===== config.mk =====
export PLATFORM = sky130hd
export DESIGN_NAME = date_countdown
export DESIGN_NICKNAME = d
export VERILOG_FILES = /design/src/rtl/date_countdown.sv
export SDC_FILE = /design/constraint.sdc
export NUM_CORES = 1
export LEC_CHECK = 0
export ABC_CLOCK_PERIOD_IN_PS = 7770
export CAP_MARGIN = 20
export CELL_PAD_IN_SITES_DETAIL_PLACEMENT = 1
export CELL_PAD_IN_SITES_GLOBAL_PLACEMENT = 2
export CORE_MARGIN = 10
export CORE_UTILIZATION = 28
export CTS_CLUSTER_SIZE = 14
export DETAILED_ROUTE_END_ITERATION = 12
export MAX_ROUTING_LAYER = met4
export PLACE_DENSITY_LB_ADDON = 0.08
export SYNTH_ARGS = -nofsm -noshare
export SYNTH_HDL_FRONTEND = slang
export SYNTH_SLANG_ARGS = --single-unit

===== constraint.sdc =====
create_clock -name clk -period 7.77 [get_ports clk]
set_clock_uncertainty 0.1 [all_clocks]
set_input_delay 2.331 -clock clk [delete_from_list [all_inputs] [get_ports clk]]
set_output_delay 2.331 -clock clk [all_outputs]
set_load 0.02 [all_outputs]

===== src/rtl/date_countdown.sv =====
// date_countdown
//   BCD calendar down-counter for DD-MM-YY, years 2000-2099. It feeds the
//   countdown and "days remaining" displays. The neighbouring time-of-day
//   countdown drives dec_enable[0] with its day borrow.
//
// Ports
//   clk                 system clock, rising edge
//   rst_n               asynchronous active-low reset (date 01-01-00)
//   dec_enable[2:0]     [0] date (borrows into month/year), [1] month, [2] year
//   load_value_enable   load the six load_value_* digits (highest priority)
//   load_value_*        BCD load digits, sanitised before they are stored
//   date1/date0         current date, BCD tens/units
//   month1/month0       current month, BCD tens/units
//   year1/year0         current year, BCD tens/units
//   underflow           one-cycle pulse on the 00-01-01 -> 99-12-31 wrap
//
// Each cycle carries out at most one action. Its priority is load, then
// date, then month, then year. Lower-priority strobes in the same cycle are
// dropped. The arithmetic runs on small binary values that are decoded from
// the BCD registers. The results are re-encoded before they are registered.

`ifndef BCD_BIT_WIDTH
`define BCD_BIT_WIDTH 4
`endif

module date_countdown (
    input  logic                      clk,
    input  logic                      rst_n,
    input  logic [2:0]                dec_enable,
    input  logic                      load_value_enable,
    input  logic [`BCD_BIT_WIDTH-1:0] load_value_date0,
    input  logic [`BCD_BIT_WIDTH-1:0] load_value_date1,
    input  logic [`BCD_BIT_WIDTH-1:0] load_value_month0,
    input  logic [`BCD_BIT_WIDTH-1:0] load_value_month1,
    input  logic [`BCD_BIT_WIDTH-1:0] load_value_year0,
    input  logic [`BCD_BIT_WIDTH-1:0] load_value_year1,
    output logic [`BCD_BIT_WIDTH-1:0] date0,
    output logic [`BCD_BIT_WIDTH-1:0] date1,
    output logic [`BCD_BIT_WIDTH-1:0] month0,
    output logic [`BCD_BIT_WIDTH-1:0] month1,
    output logic [`BCD_BIT_WIDTH-1:0] year0,
    output logic [`BCD_BIT_WIDTH-1:0] year1,
    output logic                      underflow
);

    localparam int W = `BCD_BIT_WIDTH;

    function automatic logic [6:0] bcd_to_bin(input logic [W-1:0] tens,
                                              input logic [W-1:0] units);
        return 7'(tens) * 7'd10 + 7'(units);
    endfunction

    function automatic logic [2*W-1:0] bin_to_bcd(input logic [6:0] value);
        return {W'(value / 7'd10), W'(value % 7'd10)};
    endfunction

    function automatic logic [W-1:0] fix_digit(input logic [W-1:0] digit);
        return (digit > W'(9)) ? '0 : digit;
    endfunction

    // Within 2000-2099 the century rule never applies, so divisible-by-4
    // is exactly the leap rule.
    function automatic logic is_leap(input logic [6:0] year);
        return (year % 7'd4) == 7'd0;
    endfunction

    function automatic logic [4:0] month_len(input logic [3:0] month,
                                             input logic       leap);
        logic [4:0] len;
        case (month)
            4'd4, 4'd6, 4'd9, 4'd11: len = 5'd30;
            4'd2:                    len = leap ? 5'd29 : 5'd28;
            default:                 len = 5'd31;
        endcase
        return len;
    endfunction

    logic [4:0]     cur_date;
    logic [3:0]     cur_month;
    logic [6:0]     cur_year;
    logic [4:0]     next_date;
    logic [3:0]     next_month;
    logic [6:0]     next_year;
    logic           next_underflow;
    logic [4:0]     len_tmp;
    logic [6:0]     ld_date;
    logic [6:0]     ld_month;
    logic [6:0]     ld_year;
    logic [2*W-1:0] date_bcd;
    logic [2*W-1:0] month_bcd;
    logic [2*W-1:0] year_bcd;

    assign cur_date  = 5'(bcd_to_bin(date1, date0));
    assign cur_month = 4'(bcd_to_bin(month1, month0));
    assign cur_year  = bcd_to_bin(year1, year0);

    always_comb begin
        next_date      = cur_date;
        next_month     = cur_month;
        next_year      = cur_year;
        next_underflow = 1'b0;
        len_tmp        = '0;
        ld_date  = bcd_to_bin(fix_digit(load_value_date1),  fix_digit(load_value_date0));
        ld_month = bcd_to_bin(fix_digit(load_value_month1), fix_digit(load_value_month0));
        ld_year  = bcd_to_bin(fix_digit(load_value_year1),  fix_digit(load_value_year0));

        if (load_value_enable) begin
            if (ld_month == 7'd0 || ld_month > 7'd12) ld_month = 7'd1;
            if (ld_date == 7'd0) ld_date = 7'd1;
            len_tmp = month_len(4'(ld_month), is_leap(ld_year));
            if (ld_date > 7'(len_tmp)) ld_date = 7'(len_tmp);
            next_date  = 5'(ld_date);
            next_month = 4'(ld_month);
            next_year  = ld_year;
        end else if (dec_enable[0]) begin
            if (cur_date > 5'd1) begin
                next_date = cur_date - 5'd1;
            end else if (cur_month > 4'd1) begin
                next_month = cur_month - 4'd1;
                next_date  = month_len(cur_month - 4'd1, is_leap(cur_year));
            end else begin
                next_month = 4'd12;
                next_date  = 5'd31;
                if (cur_year == 7'd0) begin
                    next_year      = 7'd99;
                    next_underflow = 1'b1;
                end else begin
                    next_year = cur_year - 7'd1;
                end
            end
        end else if (dec_enable[1]) begin
            next_month = (cur_month == 4'd1) ? 4'd12 : cur_month - 4'd1;
            len_tmp    = month_len(next_month, is_leap(cur_year));
            if (cur_date > len_tmp) next_date = len_tmp;
        end else if (dec_enable[2]) begin
            next_year = (cur_year == 7'd0) ? 7'd99 : cur_year - 7'd1;
            // Only February depends on the year; this clamps 29-02 to 28-02.
            len_tmp   = month_len(cur_month, is_leap(next_year));
            if (cur_date > len_tmp) next_date = len_tmp;
        end
    end

    assign date_bcd  = bin_to_bcd(7'(next_date));
    assign month_bcd = bin_to_bcd(7'(next_month));
    assign year_bcd  = bin_to_bcd(next_year);

    always_ff @(posedge clk or negedge rst_n) begin
        if (!rst_n) begin
            date1     <= W'(0);
            date0     <= W'(1);
            month1    <= W'(0);
            month0    <= W'(1);
            year1     <= W'(0);
            year0     <= W'(0);
            underflow <= 1'b0;
        end else begin
            date1     <= date_bcd[2*W-1:W];
            date0     <= date_bcd[W-1:0];
            month1    <= month_bcd[2*W-1:W];
            month0    <= month_bcd[W-1:0];
            year1     <= year_bcd[2*W-1:W];
            year0     <= year_bcd[W-1:0];
            underflow <= next_underflow;
        end
    end

endmodule


After elaboration in Yosys (flattened, before gate mapping) --
Index checks and enable logic that the tools add are counted.
Cells by class: order comparisons 12, equal/unequal tests 21, muxes and demuxes 52, multipliers 6, add/subtract/negate cells 9, div/mod/pow operators 6, reduce and logical (&&, ||, !) cells 11
Operators by type and width (number):
- $mux W5 | 17
- $mux W7 | 9
- $mux W4 | 14
- $logic_not A7 Y1 | 6
- $eq A4 B3 Y1 const B | 8
- $eq A4 B4 Y1 const B | 8
- $add A7 B4 Y7 | 4
- $gt A4 B4 Y1 const B | 6
- $mul A4 B3 Y6 const B | 4
- $eq A4 B2 Y1 const B | 4
- $pmux W2 S2 | 4
- $reduce_or A4 Y1 | 4
- $gt A5 B5 Y1 | 2
- $mux W1 | 8
- $div A4 B4 Y7 const B | 1
- $div A5 B4 Y7 const B | 1
- $div A7 B4 Y7 const B | 1
- $gt A7 B4 Y1 const B | 1
- $gt A7 B5 Y1 | 1
- $mod A4 B4 Y7 const B | 1
- $mod A5 B4 Y7 const B | 1
- $mod A7 B4 Y7 const B | 1
- $sub A7 B1 Y7 const B | 1
- $add A5 B4 Y5 | 1
- other kinds (9) | 9
Storage, ports and cells: word-level logic and storage cells 124, output and inout port bits 25, bits in registers 25

Depth between registers and ports, before layout --
Gate-level depths: netlist (run 1).
depth after elaboration 18, depth in mapped cells 28, depth with buffers taken out 27

Worst setup path before layout (run 1) --
No wires, ideal clock.
path kind input port to flip-flop, start point in load_value_month1[3], end point reg date0[2], path buffers 0, arrival 7.684 ns, stages on the path 24, path slack -0.143 ns, required time 7.541 ns, cells stage by stage and2b_1 -> ha_1 -> ha_1 -> inv_1 -> fa_1 -> xnor3_1 -> nand3_1 -> a2111oi_4 -> and2_1 -> and3_4 -> ha_1 -> nor2b_1 -> o2111ai_1 -> a21oi_1 -> a2111oi_4 -> mux2_2 -> a221oi_1 -> o41ai_1 -> a41o_2 -> xnor2_1 -> ha_1 -> o21ai_0 -> a21o_1 -> mux2i_1
On the way: word-level cells in the longest chain between the ends 16, elaborated cells on any way between the ends 21
RTL lines:
- start, declared | RTL line 34 | input logic [`BCD_BIT_WIDTH-1:0] load_value_month1,
- $gt A4 B4 Y1 | RTL line 58 | return (digit > W'(9)) ? '0 : digit;
- $mux W4 (*) | RTL line 58
- $mul A4 B3 Y6 (*) | RTL line 50 | return 7'(tens) * 7'd10 + 7'(units);
- $add A7 B4 Y7 (*) | RTL line 50
- $gt A7 B4 Y1 or $logic_not A7 Y1 (tied branches) | RTL line 108 | if (ld_month == 7'd0 || ld_month > 7'd12) ld_month = 7'd1;
- $logic_or A1 B1 Y1 | RTL line 108
- $mux W4 (*) | RTL line 108
- $mux W4 (*) | RTL line 107 | if (load_value_enable) begin
- $eq A4 B3 Y1 or $eq A4 B4 Y1 (tied branches) | RTL line 70 | case (month)
- $reduce_or A4 Y1 | RTL line 70
- $pmux W2 S2 (*) | RTL line 70
- $mux W5 (*) | RTL line 107
- $gt A7 B5 Y1 | RTL line 111 | if (ld_date > 7'(len_tmp)) ld_date = 7'(len_tmp);
- $mux W5 (*) | RTL line 111
- $mux W5 (*) | RTL line 107
- $mod A5 B4 Y7 (*) | RTL line 54 | return {W'(value / 7'd10), W'(value % 7'd10)};
- via date_bcd[2] | RTL line 89 | logic [2*W-1:0] date_bcd;
- end signal, assigned | RTL line 158 | date0 <= date_bcd[W-1:0];
- end, declared | RTL line 37 | output logic [`BCD_BIT_WIDTH-1:0] date0,
Mark *: on every way through the listed nets, which the timed path passes. The rest lies on a longest branch. The select of a mux whose other input is x is not followed.

Final worst setup path (run 1) --
start point in load_value_month1[1], end point reg date0[1]
The elaborated chain is that of the path after synthesis.

==> results of run 1 <==
[final timing paths]
kind | to | cells past startpoint
min in group asynchronous | month1[0]$_DFF_PN0_ | 1
max reg2reg | year0[2]$_DFF_PN0_ | 27
min | year0[0]$_DFF_PN0_ | 3
min reg2reg | year0[0]$_DFF_PN0_ | 3
max | date0[1]$_DFF_PN0_ | 24
max in group asynchronous | year0[0]$_DFF_PN0_ | 2
[worst min-delay path, stage by stage, from the launching register on]
cell and delay (ns):
dfrtp_1 0.45, nand3_1 0.10, a22oi_1 0.13, inv_1 0.12
[cells in the final DEF (no fill, tap or decap), drive strengths merged, types with 4 or more instances in the layout]
master	instances
a21oi	31
nand4	6
nor4	6
xnor2	19
nor3b	8
nand3	15
o21ai	28
o211ai	8
and2	9
nor2b	18
nor2	25
nor3	8
a31oi	6
conb	5
mux2i	7
clkdlybuf4s50	43
dfrtp	18
ha	54
and3	9
a21o	14
inv	32
a221oi	7
fa	9
a221o	4
xor2	9
nand2	42
a211oi	4
buf	75
[power groups by stage]
stage	Clock (mW)	Sequential, mW	Combinational, mW
floorplan	0	0.256	1.57
CTS	0.150	0.217	2.49
global placement	0	0.219	2.39
detailed placement	0	0.219	2.43
global route	0.154	0.226	2.86
finish	0.145	0.215	2.59
[layout make-up]
| class | instances | area (um2) | area share |
|---|---|---|---|
| multi-input cells | 412 | 3550 | 0.639 |
| repair buffers | 121 | 1050 | 0.188 |
| flip-flops and latches | 20 | 503 | 0.0905 |
| well taps | 180 | 225 | 0.0405 |
| inverters | 33 | 124 | 0.0223 |
| clock buffers | 3 | 75.1 | 0.0135 |
| clock inverters | 1 | 30.0 | 0.00540 |
[Yosys cell counts (all sizes together), types with 4 or more instances]
library cell,n,area share
a221oi,7,0.021
nor3b,8,0.019
a21oi,31,0.039
nand4,6,0.013
and3,9,0.015
a221o,4,0.010
nor2,25,0.026
nor4,6,0.0095
nor2b,18,0.028
nand2,42,0.040
a211oi,4,0.0076
nor3,8,0.010
o211ai,8,0.016
buf,10,0.015
and2,9,0.015
o21ai,28,0.037
inv,32,0.030
xnor2,19,0.042
clkbuf,8,0.0076
dfrtp,18,0.11
fa,9,0.045
a21o,14,0.026
ha,54,0.17
nand3,15,0.020
a31oi,6,0.013
xor2,9,0.020
mux2i,7,0.019
[registers in the layout, indices dropped and copies added, names as in the netlist]
signal	flops
year1	4
year0	4
date0	4
underflow	1
date1	2
month0	4
month1	1
[cell families (layout without fill, tap and decap cells)]
| group | count (synthesis) | count (layout) | synth area share |
|---|---|---|---|
| compound gates | 149 | 149 | 0.289 |
| xor+xnor | 30 | 30 | 0.0735 |
| flops | 20 | 20 | 0.127 |
| buf+inv | 51 | 158 | 0.0539 |
| fa+ha+maj | 63 | 63 | 0.216 |
| simple gates | 155 | 155 | 0.214 |
| mux | 10 | 10 | 0.0271 |
| other cells | 1 | 5 | 0.000945 |
[metrics by stage]
step / setup TNS [ns] / instance area (um2) / instances
after detailed placement: -3.07 / 5090 / 755
after CTS: -0.000339 / 5290 / 764
after global routing: -0.0304 / 5560 / 770
after global placement: -2.08 / 5090 / 755
final: 0 / 5560 / 770
after floorplan: 0 / 4010 / 483
[metal layers]
metal  share of wire  global-route usage  up-vias  wire length [um]
li1                -                   -     1994                 -
met1            0.43               0.155     1969              5710
met2            0.54               0.254       37              7170
met3           0.017             0.00993        4               222
met4          0.0052              0.0176        0                68
met5               0                   -        -                 0
[what timing repair did]
item / 4_1_cts / 5_1_grt
hold endpoints to repair: 0 / 0
buffers inserted: 5 / 5
gates resized for setup: 24 / 48
endpoints found under the setup margin: 5 / 7
pin swaps: 15 / 21
==> metrics.md, run 1 <==
| Metric | Value |
|---|---|
| DRT antenna net count | 0 |
| Worst Path Buf+Inv | 4 |
| Antenna diode count | 0 |
| CTS Buffer Depth | 2 |
| Num rows | 43 |
| WL/cell | 17.1 um |
| CTS buffer count | 3 |
| Largest net degree at the start of global routing | 21 |
| FFs w/ async S/R, synth | 1.00 |
| Worst-margin pin slew | 0.753 ns |
| Avg Cell Area, Syn | 8.28 um2 |
| Min Tclk post-route | 7.64 ns |
| Worst min-delay path class | flip-flop to flip-flop |
| Final Hold Viols | 0 |
| FMAX | 131 MHz |
| TritonCTS clock tree | done |
| Fin Hold WS | 0.742 ns |
| Starting Density | 0.286 |
| Initial antenna violation count | 0 |
| Post-synthesis register bit count | 20 |
| Final setup fails | 0 |
| DRC viols | 0 |
| Period utilization | 0.983 |
| First-pass GRT wire length | 21,700 um |
| Post-synthesis sequential area ratio | 0.127 |
| Chip width | 139 um |
| Pre-CTS setup slack | -0.669 ns |
| Max-cap violations | 0 |
| Via density | 5.20 |
| Status | finished clean |
| Kind of end point of the critical path | flip-flop |
| Fill count | 1,640 |
| Ports | 55 |
| Synthesis Warnings | 0 |
| H-tree depth | 1 |
| Clk pwr share | 0.049 |
| Final Max Slew Viols | 0 |
| RR Startpoint | year1[1]$_DFF_PN0_ |
| Post-CTS Hold Fix Bufs | 0 |
| Gate power share | 0.878 |
| Pwr Density | 530 nW/um2 |
| Slowest cell on the critical path | or3_4 |
| Int Pwr | 1.45 mW |
| Worst-path fanout max | 3 |
| Root Buffer | clkbuf_16 |
| First-pass iteration count of the detailed router | 4 |
| Worst rel slew slack | 0.492 |
| Share of cells above drive strength 1 | 0.258 |
| Crit-path max cell delay | 0.40 ns |
| P_leak | 2.52 nW |
| Latest clock arrival within the worst-skew pair | 0.26 ns |
| Ys flop type | dfrtp_1 |
| Clk sinks | 20 |
| CP dominant cell by count | ha_4 |
| Switching Fraction | 0.509 |
| Core ar. | 13,900 um2 |
| Switch Pwr | 1.50 mW |
| Worst path top cell family by delay | compound AO/OA/AOI/OAI gates |
| Setup CP Type | input pin to flip-flop |
| R2r setup slk | 1.48 ns |
| Unrepaired setup endpoints after global routing | yes |
| Tot Pwr | 2.95 mW |
| Crit path DAT | 7.68 ns |
| Wirelength, routed | 13,200 um |
| Worst Path Required | 7.81 ns |
| DP HPWL | 10,900 um |
| Final core utilization | 0.400 |
| Routed vias | 4,004 |
| Gate count of the mapped netlist | 479 |
| Nets@finish | 684 |
| Area Overhead vs Synth | 40.1% |
| Post-synth cell types | 86 |
| Port buffer count | 49 |
| Hold Path Origin | year0[0]$_DFF_PN0_ |
| Starting DRT DRC Count | 127 |
| Crit-path cells | buf_6 -> and2b_2 -> ha_4 -> ha_4 -> inv_2 -> fa_2 -> xnor2_2 -> or3_4 -> a2111oi_4 -> and2_4 -> and3_4 -> ha_4 -> nor2b_4 -> o211ai_1 -> nor3_2 -> a2111oi_4 -> mux2_4 -> a221oi_4 -> o41ai_4 -> a41o_2 -> buf_4 -> mux2i_4 -> buf_6 -> a221o_1 |
| Vias in the first global route | 4,201 |
| Register share of total power | 0.073 |
| Worst ir drop on vdd | 0.388 mV |
| Die footprint | 19,300 um2 |
| Die Ht | 139 um |
| CTS clk-pin slew, worst paths | 0.06 ns |
| Post-synth EDFFs | 0 |
| Worst setup SP type | input pin |
| Critical path launch point | load_value_month1[1] |
| Mapped cell area | 3970 um2 |
| GR Util All Layers | 0.135 |
| GPL Wtd Cong | 0.852 |
| Fin worst setup slack | 0.129 ns |
| Grt total ovfl | 0 |
Note: power is estimated with default switching activity, not from simulation.
==> inputs of run 2 (changes only) <==
- CORE_MARGIN: 10 -> 3
==> metrics.md, run 2 (same netlist as run 1, synthesis figures left out) <==
| Metric | Value |
|---|---|
| Die footprint | 15,600 um2 (was 19,300 um2) |
| DRT met1 WL | 5480 um (was 5710 um) |
| Root Buffer | clkbuf_16 (unchanged) |
| Die Ht | 125 um (was 139 um) |
| Total negative slack | 0 ns (unchanged) |
| Post-DP Area | 5110 um2 (was 5090 um2) |
| Finished Cell Area | 5480 um2 (was 5560 um2) |
| First-pass iteration count of the detailed router | 4 (unchanged) |
| CTS Buffer Depth | 2 (unchanged) |
| Via density | 5.24 (was 5.20) |
| Min Tclk post-route | 7.53 ns (was 7.64 ns) |
| WL/cell | 16.6 um (was 17.1 um) |
| Kind of end point of the critical path | flip-flop (unchanged) |
| Routed vias | 3,999 (was 4,004) |
| Final Max Slew Viols | 0 (unchanged) |
| Final Hold Viols | 0 (unchanged) |
| Pre-CTS setup slack | -0.726 ns (was -0.669 ns) |
| Num rows | 42 (was 43) |
| CTS clk-pin slew, worst paths | 0.07 ns (was 0.06 ns) |
| CTS buffer count | 3 (unchanged) |
| Final core utilization | 0.404 (was 0.400) |
| Met3 WL post-DR | 272 um (was 222 um) |
| Pwr Density | 531 nW/um2 (was 530 nW/um2) |
| Placed instance count | 754 (was 755) |
| Worst ir drop on vdd | 0.375 mV (was 0.388 mV) |
| Area Overhead vs Synth | 38.2% (was 40.1%) |
| Largest net degree at the start of global routing | 21 (unchanged) |
| Chip width | 125 um (was 139 um) |
| Crit path DAT | 7.58 ns (was 7.68 ns) |
| Post-CTS Hold Fix Bufs | 0 (unchanged) |
| Layout Cells excl Fill | 763 (was 770) |
| GPL Wtd Cong | 0.841 (was 0.852) |
| Period utilization | 0.969 (was 0.983) |
| Most frequent cells in the layout | 68 x buf_4, 49 x ha_1, 43 x clkdlybuf4s50_1 (was 70 x buf_4, 48 x ha_1, 43 x clkdlybuf4s50_1) |
| Worst Path Required | 7.82 ns (was 7.81 ns) |
| Worst setup SP type | input pin (unchanged) |
| Nets@finish | 681 (was 684) |
| Latest clock arrival within the worst-skew pair | 0.27 ns (was 0.26 ns) |
| P_leak | 2.49 nW (was 2.52 nW) |
| Status | finished clean (unchanged) |
| FMAX | 133 MHz (was 131 MHz) |
| Worst min-delay path class | flip-flop to flip-flop (unchanged) |
| DRC viols | 0 (unchanged) |
| Wirelength, routed | 12,700 um (was 13,200 um) |
| Starting DRT DRC Count | 146 (was 127) |
| Grt total ovfl | 0 (unchanged) |
| Starting Density | 0.293 (was 0.286) |
| Max-cap violations | 0 (unchanged) |
| Worst-margin pin slew | 0.793 ns (was 0.753 ns) |
| Initial antenna violation count | 0 (unchanged) |
| Antenna diode count | 0 (unchanged) |
| TritonCTS clock tree | done (unchanged) |
| Max Used Layer | met4 (unchanged) |
| DRT antenna net count | 0 (unchanged) |
| Met2 WL post-DR | 6770 um (was 7170 um) |
| Core ar. | 13,600 um2 (was 13,900 um2) |
| DP HPWL | 10,600 um (was 10,900 um) |
| Ports | 55 (unchanged) |
| Leading cell type in the layout, fill and taps excluded | buf_4 (unchanged) |
| Worst-path fanout max | 3 (unchanged) |
| GR Util All Layers | 0.165 (was 0.135) |
| Setup CP Type | input pin to flip-flop (unchanged) |
| Port buffer count | 49 (unchanged) |
| Clk sinks | 20 (unchanged) |
| Worst rel slew slack | 0.465 (was 0.492) |
| H-tree depth | 1 (unchanged) |
| Vias in the first global route | 4,143 (was 4,201) |
| Fin worst setup slack | 0.243 ns (was 0.129 ns) |
| Share of cells above drive strength 1 | 0.249 (was 0.258) |
| First-pass GRT wire length | 20,900 um (was 21,700 um) |
| Final setup fails | 0 (unchanged) |
run 2: critical path, stage by stage:
cell and delay (ns):
buf_6 0.10, and2b_2 0.21, ha_4 0.27, ha_4 0.12
inv_2 0.03, fa_2 0.35, xnor2_1 0.14, or3_4 0.39
a2111oi_4 0.39, and2_4 0.21, and3_4 0.20, ha_4 0.21
nor2b_4 0.13, o211ai_1 0.20, nor3_2 0.09, a2111oi_4 0.37
mux2_4 0.35, a221oi_4 0.32, o41ai_2 0.13, a41o_2 0.26
buf_4 0.14, mux2i_2 0.16, buf_4 0.18, a221o_1 0.29
run 2: timing repair:
action | in CTS | in global routing
resized for setup | 22 | 42
setup endpoints to repair | 4 | 8
gates cloned | 0 | 0
pin swaps | 17 | 20
buffers inserted | 3 | 1
run 2: routing by layer:
| layer | vias to the layer above | track usage |
|---|---|---|
| li1 | 1989 | - |
| met1 | 1953 | 0.194 |
| met2 | 47 | 0.308 |
| met3 | 10 | 0.0119 |
| met4 | 0 | 0.0370 |
| met5 | - | - |
run 2: stage by stage:
stage / total power [mW] / hold WS (ns)
2_1_floorplan: 1.82 / 0.656
3_3_place_gp: 2.64 / 0.721
3_5_place_dp: 2.68 / 0.705
4_1_cts: 2.89 / 0.724
5_1_grt: 3.21 / 0.821
6_report: 2.91 / 0.721
run 2: area by class of cell:
type	count	area, um2
clock buffer	3	75.1
clock inverter	1	30.0
fill	1590	8080
inverter	33	124
multi-input combinational	412	3510
sequential	20	503
tap	176	220
timing repair buffer	118	1020
run 2: power breakdown:
| group | total [mW] | switching, mW | internal (mW) |
|---|---|---|---|
| combinational | 2.55 | 1.37 | 1.17 |
| clock | 0.152 | 0.0494 | 0.103 |
| sequential | 0.216 | 0.0511 | 0.164 |
| total | 2.91 | 1.47 | 1.44 |
run 2: worst paths after layout:
path / start / endpoint / slack (ns) / cells past startpoint
max: load_value_month1[1] / date0[1]$_DFF_PN0_ / 0.24 / 24
min: year0[0]$_DFF_PN0_ / year0[0]$_DFF_PN0_ / 0.72 / 3
max reg2reg: year1[1]$_DFF_PN0_ / year0[2]$_DFF_PN0_ / 1.52 / 27
min reg2reg: year0[0]$_DFF_PN0_ / year0[0]$_DFF_PN0_ / 0.72 / 3
max in group asynchronous: rst_n / date0[0]$_DFF_PN1_ / 4.69 / 2
min in group asynchronous: rst_n / month0[2]$_DFF_PN0_ / 2.32 / 1
==> inputs of run 3 (changes only) <==
- MAX_ROUTING_LAYER: met4 -> default
- SLEW_MARGIN: default -> 20
==> metrics.md, run 3 (same netlist as run 1, synthesis figures left out) <==
| Metric | Value |
|---|---|
| CTS clk-pin slew, worst paths | 0.06 ns (was 0.07 ns) |
| Worst min-delay path class | flip-flop to flip-flop (unchanged) |
| Core ar. | 13,600 um2 (unchanged) |
| Share of cells above drive strength 1 | 0.249 (about the same) |
| Kind of end point of the critical path | flip-flop (unchanged) |
| Routed vias | 3,996 (was 3,999) |
| Root Buffer | clkbuf_16 (unchanged) |
| Post-CTS Hold Fix Bufs | 0 (unchanged) |
| WL/cell | 16.6 um (about the same) |
| Fill count | 1,590 (unchanged) |
| Worst-path fanout max | 3 (unchanged) |
| Pre-CTS setup slack | -0.726 ns (unchanged) |
| Tot Pwr | 2.91 mW (about the same) |
| Total negative slack | 0 ns (unchanged) |
| Register share of total power | 0.074 (about the same) |
| Period utilization | 0.969 (about the same) |
| Vias in the first global route | 4,143 (unchanged) |
| Largest net degree at the start of global routing | 21 (unchanged) |
| CTS buffer count | 3 (unchanged) |
| Starting DRT DRC Count | 152 (was 146) |
| H-tree depth | 1 (unchanged) |
| Final Hold Viols | 0 (unchanged) |
| Initial antenna violation count | 0 (unchanged) |
| Switch Pwr | 1.47 mW (about the same) |
| Worst Path Required | 7.82 ns (about the same) |
| First-pass iteration count of the detailed router | 4 (unchanged) |
| Final Max Slew Viols | 0 (unchanged) |
| Status | finished clean (unchanged) |
| FMAX | 133 MHz (about the same) |
| Via density | 5.24 (about the same) |
| Worst rel slew slack | 0.465 (unchanged) |
| Most frequent cells in the layout | 68 x buf_4, 49 x ha_1, 42 x clkdlybuf4s50_1 (was 68 x buf_4, 49 x ha_1, 43 x clkdlybuf4s50_1) |
| Num rows | 42 (unchanged) |
| P_leak | 2.49 nW (about the same) |
| Max-cap violations | 0 (unchanged) |
| Die footprint | 15,600 um2 (unchanged) |
| Pwr Density | 533 nW/um2 (was 531 nW/um2) |
| GPL Wtd Cong | 0.829 (was 0.841) |
| Die Ht | 125 um (unchanged) |
| CTS Buffer Depth | 2 (unchanged) |
| Worst-margin pin slew | 0.793 ns (unchanged) |
| Multi-input gate area | 3510 um2 (unchanged) |
| Starting Density | 0.293 (unchanged) |
| Grt total ovfl | 0 (unchanged) |
| Crit path DAT | 7.58 ns (about the same) |
| DRC viols | 0 (unchanged) |
| Antenna diode count | 0 (unchanged) |
| Clk sinks | 20 (unchanged) |
| Final setup fails | 0 (unchanged) |
| Worst ir drop on vdd | 0.375 mV (about the same) |
| Port buffer count | 49 (unchanged) |
| Worst setup SP type | input pin (unchanged) |
| GR Util All Layers | 0.161 (was 0.165) |
| DP HPWL | 10,600 um (unchanged) |
| Ports | 55 (unchanged) |
| Min Tclk post-route | 7.53 ns (about the same) |
| Area Overhead vs Synth | 37.7% (was 38.2%) |
| Finished Cell Area | 5460 um2 (was 5480 um2) |
| Sequential cell area | 503 um2 (unchanged) |
| Leading cell type in the layout, fill and taps excluded | buf_4 (unchanged) |
| Chip width | 125 um (unchanged) |
| Switching Fraction | 0.506 (about the same) |
| Int Pwr | 1.44 mW (about the same) |
| TritonCTS clock tree | done (unchanged) |
| Nets@finish | 680 (was 681) |
| DRT antenna net count | 0 (unchanged) |
| Latest clock arrival within the worst-skew pair | 0.27 ns (about the same) |
| First-pass GRT wire length | 20,900 um (about the same) |
| Clk pwr share | 0.052 (about the same) |
| Setup CP Type | input pin to flip-flop (unchanged) |
| Post-DP Area | 5110 um2 (unchanged) |
| Gate power share | 0.874 (about the same) |
| Final core utilization | 0.403 (was 0.404) |
| Fin worst setup slack | 0.240 ns (was 0.243 ns) |
| Wirelength, routed | 12,700 um (about the same) |
## run 3: layout make-up
| cell class | count | share of cell area |
|---|---|---|
| well taps | 176 | 0.0403 |
| repair buffers | 117 | 0.183 |
| flip-flops and latches | 20 | 0.0921 |
| inverters | 33 | 0.0227 |
| multi-input cells | 412 | 0.642 |
| clock buffers | 3 | 0.0137 |
| clock inverters | 1 | 0.00550 |
## run 3: critical path: stages
cell and delay (ns):
buf_6 0.10, and2b_2 0.21, ha_4 0.27, ha_4 0.12, inv_2 0.03, fa_2 0.35
xnor2_1 0.14, or3_4 0.39, a2111oi_4 0.39, and2_4 0.21, and3_4 0.20, ha_4 0.21
nor2b_4 0.13, o211ai_1 0.20, nor3_2 0.09, a2111oi_4 0.37, mux2_4 0.35, a221oi_4 0.32
o41ai_2 0.13, a41o_2 0.26, buf_4 0.14, mux2i_2 0.16, buf_4 0.18, a221o_1 0.29
## run 3: metrics by stage
step                      hold WS, ns  instances
after detailed placement        0.705        754
after floorplan                 0.656        483
after CTS                       0.724        761
after global routing            0.820        762
after global placement          0.721        754
final                           0.725        762
## run 3: timing repair
| item | in CTS | in global routing |
|---|---|---|
| resized for setup | 22 | 42 |
| buffers inserted | 3 | 1 |
| setup endpoints to repair | 4 | 8 |
| pin swaps | 17 | 20 |
## run 3: power groups by stage
stage          Combinational (mW)  Sequential (mW)  Clock [mW]
2_1_floorplan                1.57            0.256           0
3_3_place_gp                 2.42            0.218           0
3_5_place_dp                 2.46            0.218           0
4_1_cts                      2.52            0.217       0.157
5_1_grt                      2.83            0.224       0.160
6_report                     2.54            0.216       0.151
## run 3: path summary, 6_finish.rpt
kind	start	endpoint	slack, ns	cells after the start
max	load_value_month1[1]	date0[1]$_DFF_PN0_	0.24	24
min	year0[0]$_DFF_PN0_	year0[0]$_DFF_PN0_	0.73	3
max reg2reg	year1[1]$_DFF_PN0_	year0[2]$_DFF_PN0_	1.53	27
min reg2reg	year0[0]$_DFF_PN0_	year0[0]$_DFF_PN0_	0.73	3
max in group asynchronous	rst_n	date0[0]$_DFF_PN1_	5.29	1
min in group asynchronous	rst_n	month0[2]$_DFF_PN0_	1.92	1
## run 3: layer usage
metal | share of wire | wire (um) | GRT usage | vias to the layer above
li1 | - | - | - | 1987
met2 | 0.54 | 6800 | 0.309 | 43
met5 | 0 | 0 | 0 | -
met4 | 0.013 | 161 | 0.0370 | 0
met3 | 0.022 | 281 | 0.0128 | 7
met1 | 0.43 | 5430 | 0.192 | 1959
